===== config.mk =====
export PLATFORM = sky130hd
export DESIGN_NAME = mips_fetch_queue
export DESIGN_NICKNAME = d
export VERILOG_FILES = /design/src/rtl/mips_fetch_queue.sv
export SDC_FILE = /design/constraint.sdc
export NUM_CORES = 1
export LEC_CHECK = 0
export BUFFER_PORTS_ARGS = -buffer_cell sky130_fd_sc_hd__buf_4
export CAP_MARGIN = 30
export CORE_MARGIN = 2
export CORE_UTILIZATION = 55
export CTS_CLUSTER_DIAMETER = 120
export DETAILED_ROUTE_END_ITERATION = 8
export MAX_ROUTING_LAYER = met4
export PLACE_DENSITY = 0.87
export SETUP_SLACK_MARGIN = 0.3
export SLEW_MARGIN = 40
export SYNTH_ARGS = -nofsm -noshare
export SYNTH_HDL_FRONTEND = slang
export SYNTH_SLANG_ARGS = --single-unit

===== constraint.sdc =====
create_clock -name clk -period 5 [get_ports clk]
set_input_delay 1 -clock clk [delete_from_list [all_inputs] [get_ports clk]]
set_output_delay 1 -clock clk [all_outputs]
set_load 0.05 [all_outputs]

===== src/rtl/mips_fetch_queue.sv =====
`default_nettype none
// ---------------------------------------------------------------------------
// Module   : mips_fetch_queue
// Purpose  : Instruction prefetch FIFO (FWFT) feeding the IF/ID register,
//            with branch redirect flush and HLT-driven prefetch stop.
// Revision : 1.0 - initial release
// ---------------------------------------------------------------------------
module mips_fetch_queue #(
  parameter int         DEPTH  = 4,
  parameter int         AW     = 10,
  parameter logic [5:0] HLT_OP = 6'b001000
) (
  input  logic                     clk,
  input  logic                     rst,
  output logic                     imem_req,
  output logic [AW-1:0]            imem_addr,
  input  logic [31:0]              imem_rdata,
  input  logic                     redirect_valid,
  input  logic [31:0]              redirect_pc,
  input  logic                     stall,
  output logic                     inst_valid,
  output logic [31:0]              inst,
  output logic [31:0]              inst_npc,
  output logic [$clog2(DEPTH):0]   count
);

  localparam int                c_PW    = $clog2(DEPTH);
  localparam int                c_CW    = c_PW + 1;
  localparam logic [c_CW:0]     c_DEPTH = (c_CW + 1)'(DEPTH);

  logic [31:0]       r_fetch_pc;
  logic [31:0]       r_req_pc;
  logic              r_inflight;
  logic              r_stopped;
  logic [c_PW-1:0]   r_rd_ptr;
  logic [c_PW-1:0]   r_wr_ptr;
  logic [c_CW-1:0]   r_count;
  logic [31:0]       r_data [DEPTH];
  logic [31:0]       r_npc  [DEPTH];

  logic              w_pop;
  logic              w_push;
  logic              w_hlt;
  logic [c_CW:0]     w_occ;

  assign w_pop  = (r_count != '0) && !stall;
  // A response arriving after HLT has been queued belongs to a squashed fetch.
  assign w_push = r_inflight && !r_stopped;
  assign w_hlt  = (imem_rdata[31:26] == HLT_OP);
  assign w_occ  = {1'b0, r_count} + (c_CW + 1)'(r_inflight) - (c_CW + 1)'(w_pop);

  assign imem_req   = !rst && !redirect_valid && !r_stopped && (w_occ < c_DEPTH);
  assign imem_addr  = r_fetch_pc[AW-1:0];
  assign inst_valid = (r_count != '0);
  assign inst       = r_data[r_rd_ptr];
  assign inst_npc   = r_npc[r_rd_ptr];
  assign count      = r_count;

  always_ff @(posedge clk) begin
    if (rst) begin
      r_fetch_pc <= '0;
      r_req_pc   <= '0;
      r_inflight <= 1'b0;
      r_stopped  <= 1'b0;
      r_rd_ptr   <= '0;
      r_wr_ptr   <= '0;
      r_count    <= '0;
      for (int i = 0; i < DEPTH; i++) begin
        r_data[i] <= '0;
        r_npc[i]  <= '0;
      end
    end else if (redirect_valid) begin
      r_fetch_pc <= redirect_pc;
      r_inflight <= 1'b0;
      r_stopped  <= 1'b0;
      r_rd_ptr   <= '0;
      r_wr_ptr   <= '0;
      r_count    <= '0;
    end else begin
      r_inflight <= imem_req;
      if (imem_req) begin
        r_req_pc   <= r_fetch_pc;
        r_fetch_pc <= r_fetch_pc + 32'd1;
      end
      if (w_push) begin
        r_data[r_wr_ptr] <= imem_rdata;
        r_npc[r_wr_ptr]  <= r_req_pc + 32'd1;
        r_wr_ptr         <= r_wr_ptr + c_PW'(1);
        if (w_hlt) begin
          r_stopped <= 1'b1;
        end
      end
      if (w_pop) begin
        r_rd_ptr <= r_rd_ptr + c_PW'(1);
      end
      r_count <= r_count + c_CW'(w_push) - c_CW'(w_pop);
    end
  end

endmodule
`default_nettype wire


==> results.yml <==
status:
  status: "finished clean"
min_path:
  worstHoldPathType: "flop to flop"
  holdPathStages: 2
sta:
  slew_viol_final: 0
  report.final.setup_viol: 0
  min_period_ps: 3960
  relSlewSlack_pct: 48.4
  finalCritPeriodShare_pct: 79.2
  rsz0062_at_grt: "false"
  hold_viol_final: 0
  final.setup_skew_ps: 19.4
  worstMarginPinSlew_ps: 772
  fmax_mhz: 252
  finalSetupTns_ps: 0
critical_path:
  path_max_fanout: 5
  required_ps: 4000
  critical-path-top-delay-family: "simple AND/OR/NAND/NOR gates"
  critical_path_class: "flop to primary output"
  slowest_stage: "or4_1"
  ff2ff_path_depth: 11
  worst-path-buf-inv: 3
  critPathLaunchType: "flop"
  path_common_cell: "ha_1"
  r2r_slack_ps: 1680
  cp_cell_sequence: "or3_1 > nor2b_1 > ha_1 > inv_1 > ha_1 > and3b_1 > or4_1 > and2_1 > inv_2 > buf_4"
  cp.arrival_ps: 2960
  cp.depth: 10
  slowest_delay_ps: 440
  endpoint_kind: "primary output"
floorplanning:
  rows: 60
  io_pins: 147
  fp.dieArea_um2: 28800
  coreArea_um2: 27000
  die_y_um: 170
  fp.dieW_um: 170
  start_util_pct: 56.1
routing:
  ant_nets: 0
  first_pass_iters: 5
  wire_per_inst_um: 20.7
  viasPerCell: 6.06
  vias: 10100
  drcViolationCount: 0
  drtIter0Drc: 842
  finalWirelength_um: 34500
cts:
  ctsLongestPathBuffers: 3
  post_cts_buffers: 0
  cts.clk_slew.worst_paths_ps: 60
  postCtsResizedCells: 0
  h-tree-depth: 2
  tritoncts: "yes"
  hold_buffers: 0
  clock_latency_ps: 520
  root_buffer: "clkbuf_16"
  clock_sinks: 331
  numCtsBuffers: 34
place:
  numPortBuffers: 146
  dp_hpwl_um: 21600
  place_congestion: 0.832
cells_and_area:
  n_fill_cell: 1853
  seqCellArea_um2: 9200
  drive_gt1_share_pct: 23.7
  final_common_cell: "edfxtp_1"
  multi_input_area_um2: 5420
  final_cell_mix: "edfxtp_1, buf_4, nor2_1"
  syn_to_final_growth_pct: 15.7
  final_core_util_pct: 65.0
  diodes: 0
  num-nets-final: 1380
synth:
  synth_edf_count: 256
  netlist_area_um2: 15100
  seq_area_frac_synth_pct: 60.7
  yosys_register_bits: 331
  syn_nets: 1267
  ys_types: 57
  synth_top_area_cell: "edfxtp_1"
  syn_avg_cell_area_um2: 12.7
  yosysWarnings: 0
  synth_ff_type: "edfxtp_1"
  synth_top_area_share_pct: 50.8
  syn_inst: 1191
  async_flop_share_pct: 0
  synth.area.top_cells: "edfxtp_1, dfxtp_1, mux4_2, nor2_1, and2_1"
grt:
  antenna_found_initial: 0
  grt_first_pass_wirelength_um: 54200
  grt_pass1_vias: 10100
  grt_start_max_net_pins: 71
  overflow: 0
  track_usage_pct: 24.9
pwr:
  power-per-cell-area_nw_per_um2: 350
  p_leak_nw: 6.41
  irDropWorstVdd_mv: 0.212
flow_run:
  drv_cap: 0
[through the flow]
| stage | instance area (um2) | hold WS [ps] | instances | total power [W] | worst slack (ps) |
|---|---|---|---|---|---|
| detailed placement | 16500 | 468 | 1609 | 0.00386 | 1050 |
| global route | 17500 | 504 | 1669 | 0.00629 | 867 |
| CTS | 17500 | 475 | 1669 | 0.00615 | 1000 |
| floorplan | 15100 | 437 | 1191 | 0.00363 | 704 |
| finish | 17500 | 478 | 1669 | 0.00613 | 1040 |
| global placement | 16500 | 463 | 1608 | 0.00384 | 1070 |
[cells by family (layout without fill, tap and decap cells)]
| logic type | Yosys count | after routing | share of synthesized area (%) |
|---|---|---|---|
| compound gates | 118 | 118 | 6.15 |
| xor+xnor | 54 | 54 | 3.13 |
| fa+ha+maj | 8 | 8 | 0.711 |
| buf+inv | 128 | 265 | 3.69 |
| flops | 331 | 331 | 60.7 |
| mux | 65 | 65 | 9.59 |
| simple gates | 487 | 487 | 16.0 |
[cell type report]
class	instances	area share [%]
clock buffer	45	5.20
clock inverter	15	0.536
inverter	34	0.729
multi-input combinational	732	31.0
sequential	331	52.5
tap	341	2.44
timing repair buffer	171	7.62
[worst paths after layout]
path / from / end
worst min register to register: r_req_pc[31] / r_req_pc[31]
worst max register to register: count[2] / r_fetch_pc[30]
worst min-delay path: r_req_pc[31] / r_req_pc[31]
worst max-delay path: count[2] / imem_req
[synth_stat cells, types with 2 or more instances]
cell and count:
dfxtp_1 75, and3_1 66, nand2_1 105, nand2b_1 4
nand3_1 22, nor3b_1 2, xor2_1 20, a211oi_2 5
buf_6 2, o211ai_1 5, o31a_1 2, edfxtp_1 256
a2111oi_1 2, o31ai_1 2, mux4_2 64, and2_1 69
xnor2_1 34, ha_1 7, or4_1 6, nor4_1 6
or2_2 2, nand4_1 24, buf_1 10, o21ai_0 2
nor2_1 145, o21bai_1 9, a2111oi_2 9, and4_1 9
nor2b_1 5, a21oi_1 51, inv_1 32, buf_2 4
or3_1 4, a2111oi_0 3, clkbuf_1 66, or4b_1 2
buf_4 11, nor3_1 14, a2111oi_4 3, a211oi_1 15
[worst register-to-register path: stages, from the launching register on]
cell,delay (ps)
dfxtp_1,350
or3_1,400
nor2b_1,190
ha_1,190
inv_1,50
ha_1,210
and3b_1,180
or4_1,440
buf_4,280
a211oi_2,380
or4b_1,470
o211ai_1,100
[metal layers]
layer / vias to the layer above / GRT usage [%] / share of wire (%)
li1: 4596 / - / -
met1: 4978 / 32.2 / 40
met2: 468 / 40.9 / 50
met3: 74 / 3.30 / 7.1
met4: 0 / 8.58 / 2.8
met5: - / - / 0
[power breakdown]
part	switching (W)	internal (W)	total, W
Combinational	0.000428	0.000222	0.000650
Clock	0.00103	0.00129	0.00232
Sequential	0.0000770	0.00308	0.00315
[state kept, by name, indices dropped and copies added, names as in the netlist, named ones only]
register,count
count,3
r_data,128
r_fetch_pc,32
r_inflight,1
r_npc,128
r_rd_ptr,2
r_req_pc,32
r_stopped,1
r_wr_ptr,2
No activity file was read; power rests on OpenSTA's default activity.
